## config.mk

```make
export PLATFORM = sky130hd
export DESIGN_NAME = neuron_address_generator
export DESIGN_NICKNAME = d
export VERILOG_FILES = /design/src/rtl/neuron_address_generator.sv
export SDC_FILE = /design/constraint.sdc
export NUM_CORES = 1
export LEC_CHECK = 0
export ABC_AREA = 0
export CORE_MARGIN = 10
export CORE_UTILIZATION = 55
export CTS_CLUSTER_DIAMETER = 60
export CTS_CLUSTER_SIZE = 24
export DETAILED_ROUTE_END_ITERATION = 7
export PLACE_DENSITY_LB_ADDON = 0.1
export REMOVE_ABC_BUFFERS = 1
export SLEW_MARGIN = 10
export SYNTH_ARGS = -nofsm -noshare
export SYNTH_HDL_FRONTEND = slang
export SYNTH_SLANG_ARGS = --single-unit
```

## constraint.sdc

```tcl
create_clock -name clk -period 2.15 [get_ports clk]
set_input_delay 0.43 -clock clk [delete_from_list [all_inputs] [get_ports clk]]
set_output_delay 0.43 -clock clk [all_outputs]
set_load 0.03 [all_outputs]
```

## src/rtl/neuron_address_generator.sv

```systemverilog
// Address generator for a fully connected layer: walks input/weight memories
// one input/weight pair per cycle, then one bias weight per neuron.
module neuron_address_generator #(
  parameter int N_INPUTS  = 4,
  parameter int N_NEURONS = 3,
  parameter int IN_AW     = 4,
  parameter int W_AW      = 8,
  parameter int N_AW      = 4
) (
  input  logic            clk,
  input  logic            reset,
  input  logic            AG_rst,
  input  logic            AG_read,
  output logic [IN_AW-1:0] in_addr,
  output logic [W_AW-1:0]  w_addr,
  output logic             addr_valid,
  output logic             is_bias,
  output logic             neuron_last,
  output logic [N_AW-1:0]  neuron_idx,
  output logic             done
);

  typedef enum logic [1:0] {
    S_HOLD = 2'd0,
    S_RUN  = 2'd1,
    S_BIAS = 2'd2,
    S_DONE = 2'd3
  } state_t;

  localparam logic [IN_AW-1:0] IDX_LAST = IN_AW'(N_INPUTS - 1);
  localparam logic [N_AW-1:0]  NEU_LAST = N_AW'(N_NEURONS - 1);
  localparam logic [W_AW-1:0]  BIAS_OFS = W_AW'(N_INPUTS);
  localparam logic [W_AW-1:0]  STRIDE   = W_AW'(N_INPUTS + 1);

  state_t            state_q, state_d;
  logic [IN_AW-1:0]  idx_q, idx_d;
  logic [N_AW-1:0]   neuron_q, neuron_d;
  logic [W_AW-1:0]   base_q, base_d;
  logic [IN_AW-1:0]  in_addr_q, in_addr_d;
  logic [W_AW-1:0]   w_addr_q, w_addr_d;
  logic              addr_valid_q, addr_valid_d;
  logic              is_bias_q, is_bias_d;
  logic              neuron_last_q, neuron_last_d;
  logic              done_q, done_d;

  always_comb begin
    state_d       = state_q;
    idx_d         = idx_q;
    neuron_d      = neuron_q;
    base_d        = base_q;
    in_addr_d     = in_addr_q;
    w_addr_d      = w_addr_q;
    addr_valid_d  = addr_valid_q;
    is_bias_d     = is_bias_q;
    neuron_last_d = neuron_last_q;
    done_d        = done_q;

    if (AG_rst) begin
      state_d       = S_HOLD;
      idx_d         = '0;
      neuron_d      = '0;
      base_d        = '0;
      in_addr_d     = '0;
      w_addr_d      = '0;
      addr_valid_d  = 1'b0;
      is_bias_d     = 1'b0;
      neuron_last_d = 1'b0;
      done_d        = 1'b0;
    end else begin
      unique case (state_q)
        S_HOLD: begin
          if (!AG_read) begin
            state_d      = S_RUN;
            idx_d        = '0;
            in_addr_d    = '0;
            w_addr_d     = base_q;
            addr_valid_d = 1'b1;
          end
        end
        S_RUN, S_BIAS: begin
          if (AG_read) begin
            // Rewind: the current neuron restarts, earlier neurons are kept.
            state_d       = S_HOLD;
            idx_d         = '0;
            in_addr_d     = '0;
            w_addr_d      = base_q;
            addr_valid_d  = 1'b0;
            is_bias_d     = 1'b0;
            neuron_last_d = 1'b0;
          end else if (state_q == S_RUN) begin
            if (idx_q != IDX_LAST) begin
              idx_d     = idx_q + 1'b1;
              in_addr_d = idx_q + 1'b1;
              w_addr_d  = w_addr_q + 1'b1;
            end else begin
              state_d       = S_BIAS;
              in_addr_d     = '0;
              w_addr_d      = base_q + BIAS_OFS;
              is_bias_d     = 1'b1;
              neuron_last_d = 1'b1;
            end
          end else if (neuron_q != NEU_LAST) begin
            state_d       = S_RUN;
            neuron_d      = neuron_q + 1'b1;
            base_d        = base_q + STRIDE;
            idx_d         = '0;
            in_addr_d     = '0;
            w_addr_d      = base_q + STRIDE;
            addr_valid_d  = 1'b1;
            is_bias_d     = 1'b0;
            neuron_last_d = 1'b0;
          end else begin
            state_d       = S_DONE;
            addr_valid_d  = 1'b0;
            is_bias_d     = 1'b0;
            neuron_last_d = 1'b0;
            done_d        = 1'b1;
          end
        end
        S_DONE: ;
        default: begin
          state_d       = S_HOLD;
          idx_d         = '0;
          neuron_d      = '0;
          base_d        = '0;
          in_addr_d     = '0;
          w_addr_d      = '0;
          addr_valid_d  = 1'b0;
          is_bias_d     = 1'b0;
          neuron_last_d = 1'b0;
          done_d        = 1'b0;
        end
      endcase
    end
  end

  always_ff @(posedge clk or negedge reset) begin
    if (!reset) begin
      state_q       <= S_HOLD;
      idx_q         <= '0;
      neuron_q      <= '0;
      base_q        <= '0;
      in_addr_q     <= '0;
      w_addr_q      <= '0;
      addr_valid_q  <= 1'b0;
      is_bias_q     <= 1'b0;
      neuron_last_q <= 1'b0;
      done_q        <= 1'b0;
    end else begin
      state_q       <= state_d;
      idx_q         <= idx_d;
      neuron_q      <= neuron_d;
      base_q        <= base_d;
      in_addr_q     <= in_addr_d;
      w_addr_q      <= w_addr_d;
      addr_valid_q  <= addr_valid_d;
      is_bias_q     <= is_bias_d;
      neuron_last_q <= neuron_last_d;
      done_q        <= done_d;
    end
  end

  assign in_addr     = in_addr_q;
  assign w_addr      = w_addr_q;
  assign addr_valid  = addr_valid_q;
  assign is_bias     = is_bias_q;
  assign neuron_last = neuron_last_q;
  assign neuron_idx  = neuron_q;
  assign done        = done_q;

endmodule
```

==> results of run 1 <==
worst max path at each step:
stage,from,end
after CTS,state_q[0]$_DFFE_PN0P_,w_addr[1]$_DFFE_PN0P_
after global routing,state_q[0]$_DFFE_PN0P_,w_addr[1]$_DFFE_PN0P_
after floorplan,state_q[0]$_DFFE_PN0P_,base_q[6]$_DFFE_PN0P_
after global placement,AG_read,in_addr[1]$_DFFE_PN0P_
final,state_q[0]$_DFFE_PN0P_,w_addr[1]$_DFFE_PN0P_
after detailed placement,AG_read,w_addr[1]$_DFFE_PN0P_
worst max-delay path, stage by stage (launching register included):
cell and delay (ns):
dfrtp_1 0.39, inv_1 0.06, ha_1 0.33, nor3b_4 0.18, a221o_1 0.36, nor2b_4 0.16, buf_4 0.17, o31ai_1 0.28
flip-flops by register name, indices dropped and copies added, names as in the netlist:
register and cells:
base_q 8, w_addr 8, idx_q 4, in_addr 4, neuron_idx 4, state_q 2
addr_valid 1, done 1, neuron_last 1
through the flow:
step,std cells,util,hold slack (ns),TNS [ns]
2_1_floorplan,225,-,0.134,0
3_3_place_gp,310,0.662,0.481,0
3_5_place_dp,310,0.662,0.483,-0.0342
4_1_cts,318,0.683,0.500,0
5_1_grt,319,0.685,0.529,0
6_report,319,0.685,0.492,0
final cells by class:
class / instances / area (µm²) / share of cell area
Clock buffer: 8 / 80.1 / 0.0314
Sequential cell: 33 / 826 / 0.324
Inverter: 7 / 26.3 / 0.0103
Multi-Input combinational cell: 185 / 1200 / 0.471
Timing Repair Buffer: 38 / 355 / 0.140
Tap cell: 48 / 60.1 / 0.0236
cell usage in the layout, fill, tap and decap left out, types with 2 or more instances in the layout:
cell,Yosys,layout
dfrtp_1,33,33
nor2_1,31,31
clkdlybuf4s50_1,0,23
nand2_1,20,20
o21ai_1,14,14
a21oi_1,14,14
buf_4,4,14
xnor2_1,11,11
o21ai_0,9,9
ha_1,9,9
nand3_1,8,8
xor2_1,8,8
inv_1,7,7
nor3_1,6,6
clkbuf_8,0,5
o31ai_1,4,4
a31oi_1,3,3
a211oi_1,3,3
a21o_1,3,3
a22oi_1,3,3
clkbuf_1,4,3
nand2b_1,2,2
nand3b_1,2,2
or3_1,2,2
and3_1,2,2
nand4_1,2,2
nor3_2,2,2
a22o_1,2,2
o22ai_1,2,2
cell families after synthesis:
group | count (synthesis) | synth area share
and+or+nand+nor | 89 | 0.228
xor gates and xnor gates | 19 | 0.0781
adders and majority gates | 9 | 0.0528
buffers and inverters | 20 | 0.0505
DFF | 33 | 0.387
AOI/OAI and AO/OA | 67 | 0.199
muxes | 1 | 0.00470
power groups by stage:
| stage | clock network, µW | registers [µW] | logic (µW) |
|---|---|---|---|
| after floorplan | 0 | 732 | 209 |
| after global placement | 0 | 702 | 408 |
| after detailed placement | 0 | 702 | 411 |
| after CTS | 465 | 691 | 414 |
| after global routing | 495 | 696 | 462 |
| final | 457 | 690 | 420 |
repair_timing:
item | 4_1_cts | 5_1_grt
endpoints found under the setup margin | 0 | 2
hold buffers | 0 | 0
setup buffers | 0 | 1
routing by layer:
| metal | vias up | global-route usage |
|---|---|---|
| li1 | 908 | - |
| met1 | 855 | 0.196 |
| met2 | 83 | 0.236 |
| met3 | 16 | 0.0551 |
| met4 | 0 | 0.0867 |
| met5 | - | 0 |
==> flow_summary.ini, run 1 <==
[outcome]
outcome = complete, no violations

[clock_tree]
cts.path.max_buffers = 2
cts_max_level = 2
postCtsResizedCells = 0
cts_tree = done
cts-buffers-inserted = 5
cts.sinks = 33
cts_root_buf = clkbuf_8
clk_pin_slew_worst_paths_ns = 0.07
clk_latency_ns = 0.29

[pwr]
combPwrFrac = 0.268
p_int_uw = 1050
max-vdd-ir-drop_mv = 0.454
p_sw_uw = 514
sequentialPowerShare = 0.440
p_leak_uw = 0.00111
finalPower_uw = 1570
power.share.switching = 0.328
clkPwrFrac = 0.292
p_per_area_mw_per_mm2 = 616

[placed_design]
placed_area_mm2 = 0.00246
gp_congestion = 0.895
io_buffers = 23
hpwlAfterDp_mm = 3.63
dp_slack_ns = -0.0342

[global_route]
grt_antenna_before_repair = 0
gr-total-overflow = 0
grt_max_degree = 34
grt_pass1_wl_mm = 8.24
track_usage = 0.158
grt_pass1_vias = 1698

[yosys]
synth_most_common_cell = dfrtp_1
avgSynthCellArea_um2 = 8.96
synthCells = 238
synth_edf_count = 0
synthTopCellsByArea = dfrtp_1, nor2_1, ha_1, xnor2_1, nand2_1
synth-main-ff-cell = dfrtp_1
synth_warnings = 0
synth.distinct_cells = 53
syn-cell-area_mm2 = 0.00213
synth_commonest_cells = dfrtp_1, nor2_1, nand2_1, a21oi_1, o21ai_1
ys_ff_latch = 33
async_flop_share = 1.00
yosysSeqAreaShare = 0.387
synth_top_area_frac = 0.387
post-synth-top-area-cell = dfrtp_1

[floorplanning]
io-pin-count = 24
start_util = 0.574
std_cell_rows = 22
core_mm2 = 0.00372
dieWidth_um = 82.3
die_h_um = 82.3
dieArea_mm2 = 0.00677

[hold_path]
worstHoldEndpoint = in_addr[0]$_DFFE_PN0P_
whs_path_depth = 2
min-delay-start = in_addr[0]$_DFFE_PN0P_
hold_path.class = reg2reg

[finish]
final_layout_size_suffix_gt1_frac = 0.118
area_growth_pct = 19.4
finish.instance_area_mm2 = 0.00255
antenna_cells = 0
fillCellCount = 302
fin_nets = 283

[worst_setup_path]
end_kind = flip-flop
r2r-end = w_addr[1]$_DFFE_PN0P_
worstReg2RegStart = state_q[0]$_DFFE_PN0P_
critPathMaxFanout = 10
path_class = reg2reg
reg2reg_depth = 7
worstSetupStartpointType = flip-flop
r2r_slack_ns = 0.11
worstPathRequired_ns = 2.33
crit_arrival_ns = 2.22

[sta]
finClkSkew_ns = 0.00491
finalSetupViolCount = 0
slew_violations = 0
slew_headroom = 0.649
min_period_ns = 2.04
period_share = 0.947
rsz0062_at_grt = false
fmax_ghz = 0.491
tightest_slew_ns = 0.519
layout_setup_ws_ns = 0.113
hold_violations = 0

[routing]
drt-total-wl_mm = 5.01
drtPass1Iterations = 5
via_count = 1862
drtIter0Drc = 200
top_layer_used = met4
wl_met2_mm = 2.22
m1WireLength_mm = 2.25
ant_nets = 0
dr_wl_met3_um = 362
routedWlPerCell_um = 15.7
viasPerCell = 5.84
drc = 0

[flow_run]
drv_cap = 0
Power figures use the tool's default switching activity.
==> run 2, diff against run 1 <==
--- a/config.mk
+++ b/config.mk
@@ -7,11 +7,12 @@
 export LEC_CHECK = 0
 export ABC_AREA = 0
 export CORE_MARGIN = 10
-export CORE_UTILIZATION = 55
+export CORE_UTILIZATION = 40
 export CTS_CLUSTER_DIAMETER = 60
 export CTS_CLUSTER_SIZE = 24
 export DETAILED_ROUTE_END_ITERATION = 7
-export PLACE_DENSITY_LB_ADDON = 0.1
+export HOLD_SLACK_MARGIN = 0.02
+export PLACE_DENSITY = 0.71
 export REMOVE_ABC_BUFFERS = 1
 export SLEW_MARGIN = 10
 export SYNTH_ARGS = -nofsm -noshare
==> flow_summary.ini, run 2 (synthesis results as in run 1) <==
[outcome]
outcome = complete, no violations

[finish]
utilization = 0.510
fillCellCount = 492
final_common_cell = dfrtp_1
most-common-layout-cells = dfrtp_1, nor2_1, clkdlybuf4s50_1, nand2_1
fin_nets = 284
final_layout_size_suffix_gt1_frac = 0.136
area_growth_pct = 22.9
antenna_cells = 0

[worst_setup_path]
worstPathRequired_ns = 2.33
worstReg2RegStart = state_q[0]$_DFFE_PN0P_
worstSetupStartpointType = flip-flop
r2r-end = w_addr[5]$_DFFE_PN0P_
critPathMaxFanout = 4
r2r_slack_ns = 0.13
crit_arrival_ns = 2.20
end_kind = flip-flop
reg2reg_depth = 7
path_class = reg2reg

[sta]
fmax_ghz = 0.496
rsz0062_at_grt = true
finalSetupViolCount = 0
finClkSkew_ns = 0.00627
holdWs_ns = 0.488
layout_setup_ws_ns = 0.134
min_period_ns = 2.02
tightest_slew_ns = 0.522
slew_violations = 0
period_share = 0.938
slew_headroom = 0.647
hold_violations = 0

[floorplanning]
io-pin-count = 24
dieArea_mm2 = 0.00865
dieWidth_um = 93.0
start_util = 0.415
die_h_um = 93.0
core_mm2 = 0.00514
std_cell_rows = 26

[hold_path]
min-delay-start = in_addr[3]$_DFFE_PN0P_
whs_path_depth = 1
worstHoldEndpoint = in_addr[3]$_DFFE_PN0P_
hold_path.class = reg2reg

[placed_design]
gp_congestion = 0.931
hpwlAfterDp_mm = 3.84
dp_slack_ns = -0.0136
io_buffers = 23

[global_route]
grt_max_degree = 34
track_usage = 0.126
grt_antenna_before_repair = 0
grt_pass1_wl_mm = 8.85
grt_pass1_vias = 1770
gr-total-overflow = 0

[clock_tree]
clk_pin_slew_worst_paths_ns = 0.07
cts_tree = done
cts_max_level = 2
clk_latency_ns = 0.28
cts-buffers-inserted = 5
postCtsHoldBufs = 0
cts.sinks = 33
cts.path.max_buffers = 2
cts_root_buf = clkbuf_8

[pwr]
max-vdd-ir-drop_mv = 0.331
p_leak_uw = 0.00113
p_per_area_mw_per_mm2 = 626
finalPower_uw = 1640

[routing]
routedWlPerCell_um = 15.1
via_count = 1843
ant_nets = 0
drtPass1Iterations = 4
drtIter0Drc = 182
drt-total-wl_mm = 5.16
viasPerCell = 5.39
drc = 0

[flow_run]
drv_cap = 0
-- run 2: worst max path at each step --
stage                           start                    end  slack (ns)  depth (start not counted)
2_1_floorplan  state_q[0]$_DFFE_PN0P_  base_q[6]$_DFFE_PN0P_        0.07                          7
3_3_place_gp                  AG_read  w_addr[5]$_DFFE_PN0P_        0.09                          7
3_5_place_dp                  AG_read  w_addr[1]$_DFFE_PN0P_       -0.01                          6
4_1_cts        state_q[0]$_DFFE_PN0P_  w_addr[1]$_DFFE_PN0P_        0.07                          7
5_1_grt        state_q[0]$_DFFE_PN0P_  w_addr[0]$_DFFE_PN0P_       -0.02                          8
6_report       state_q[0]$_DFFE_PN0P_  w_addr[5]$_DFFE_PN0P_        0.13                          7
-- run 2: critical path: stages, from the launching register on --
cell	delay, ns
dfrtp_1	0.38
inv_1	0.05
ha_1	0.35
nor3b_4	0.19
a221o_1	0.36
nor2_1	0.22
o21ai_1	0.10
o32ai_1	0.25
-- run 2: layout make-up --
cell class                      instances  area, µm²  share of cell area
Multi-Input combinational cell        185       1200               0.459
Sequential cell                        33        826               0.315
Timing Repair Buffer                   39        375               0.143
Clock buffer                            7       96.3              0.0368
Tap cell                               70       87.6              0.0334
Inverter                                7       26.3              0.0100
Clock inverter                          1       5.00             0.00191
-- run 2: stage by stage --
step | TNS (ns) | cell area, µm² | std cells
6_report | 0 | 2620 | 342
5_1_grt | -0.0197 | 2620 | 342
4_1_cts | 0 | 2610 | 341
3_5_place_dp | -0.0136 | 2510 | 333
3_3_place_gp | 0 | 2510 | 333
2_1_floorplan | 0 | 2050 | 225
-- run 2: metal layers --
| metal | vias to the layer above | global-route usage | share of wire |
|---|---|---|---|
| met1 | 874 | 0.151 | 0.44 |
| met2 | 50 | 0.209 | 0.49 |
| met4 | 0 | 0.0527 | 0.019 |
| li1 | 910 | - | - |
| met3 | 9 | 0.0336 | 0.054 |
| met5 | - | 0 | 0 |
-- run 2: power by group --
group / switching [µW] / internal (µW)
clock: 225 / 289
sequential: 40.6 / 650
combinational: 252 / 183
total: 518 / 1120
-- run 2: repair_timing --
| item | in CTS | in global routing |
|---|---|---|
| gates resized for setup | 0 | 1 |
| endpoints found under the setup margin | 0 | 4 |
| buffers inserted | 0 | 1 |
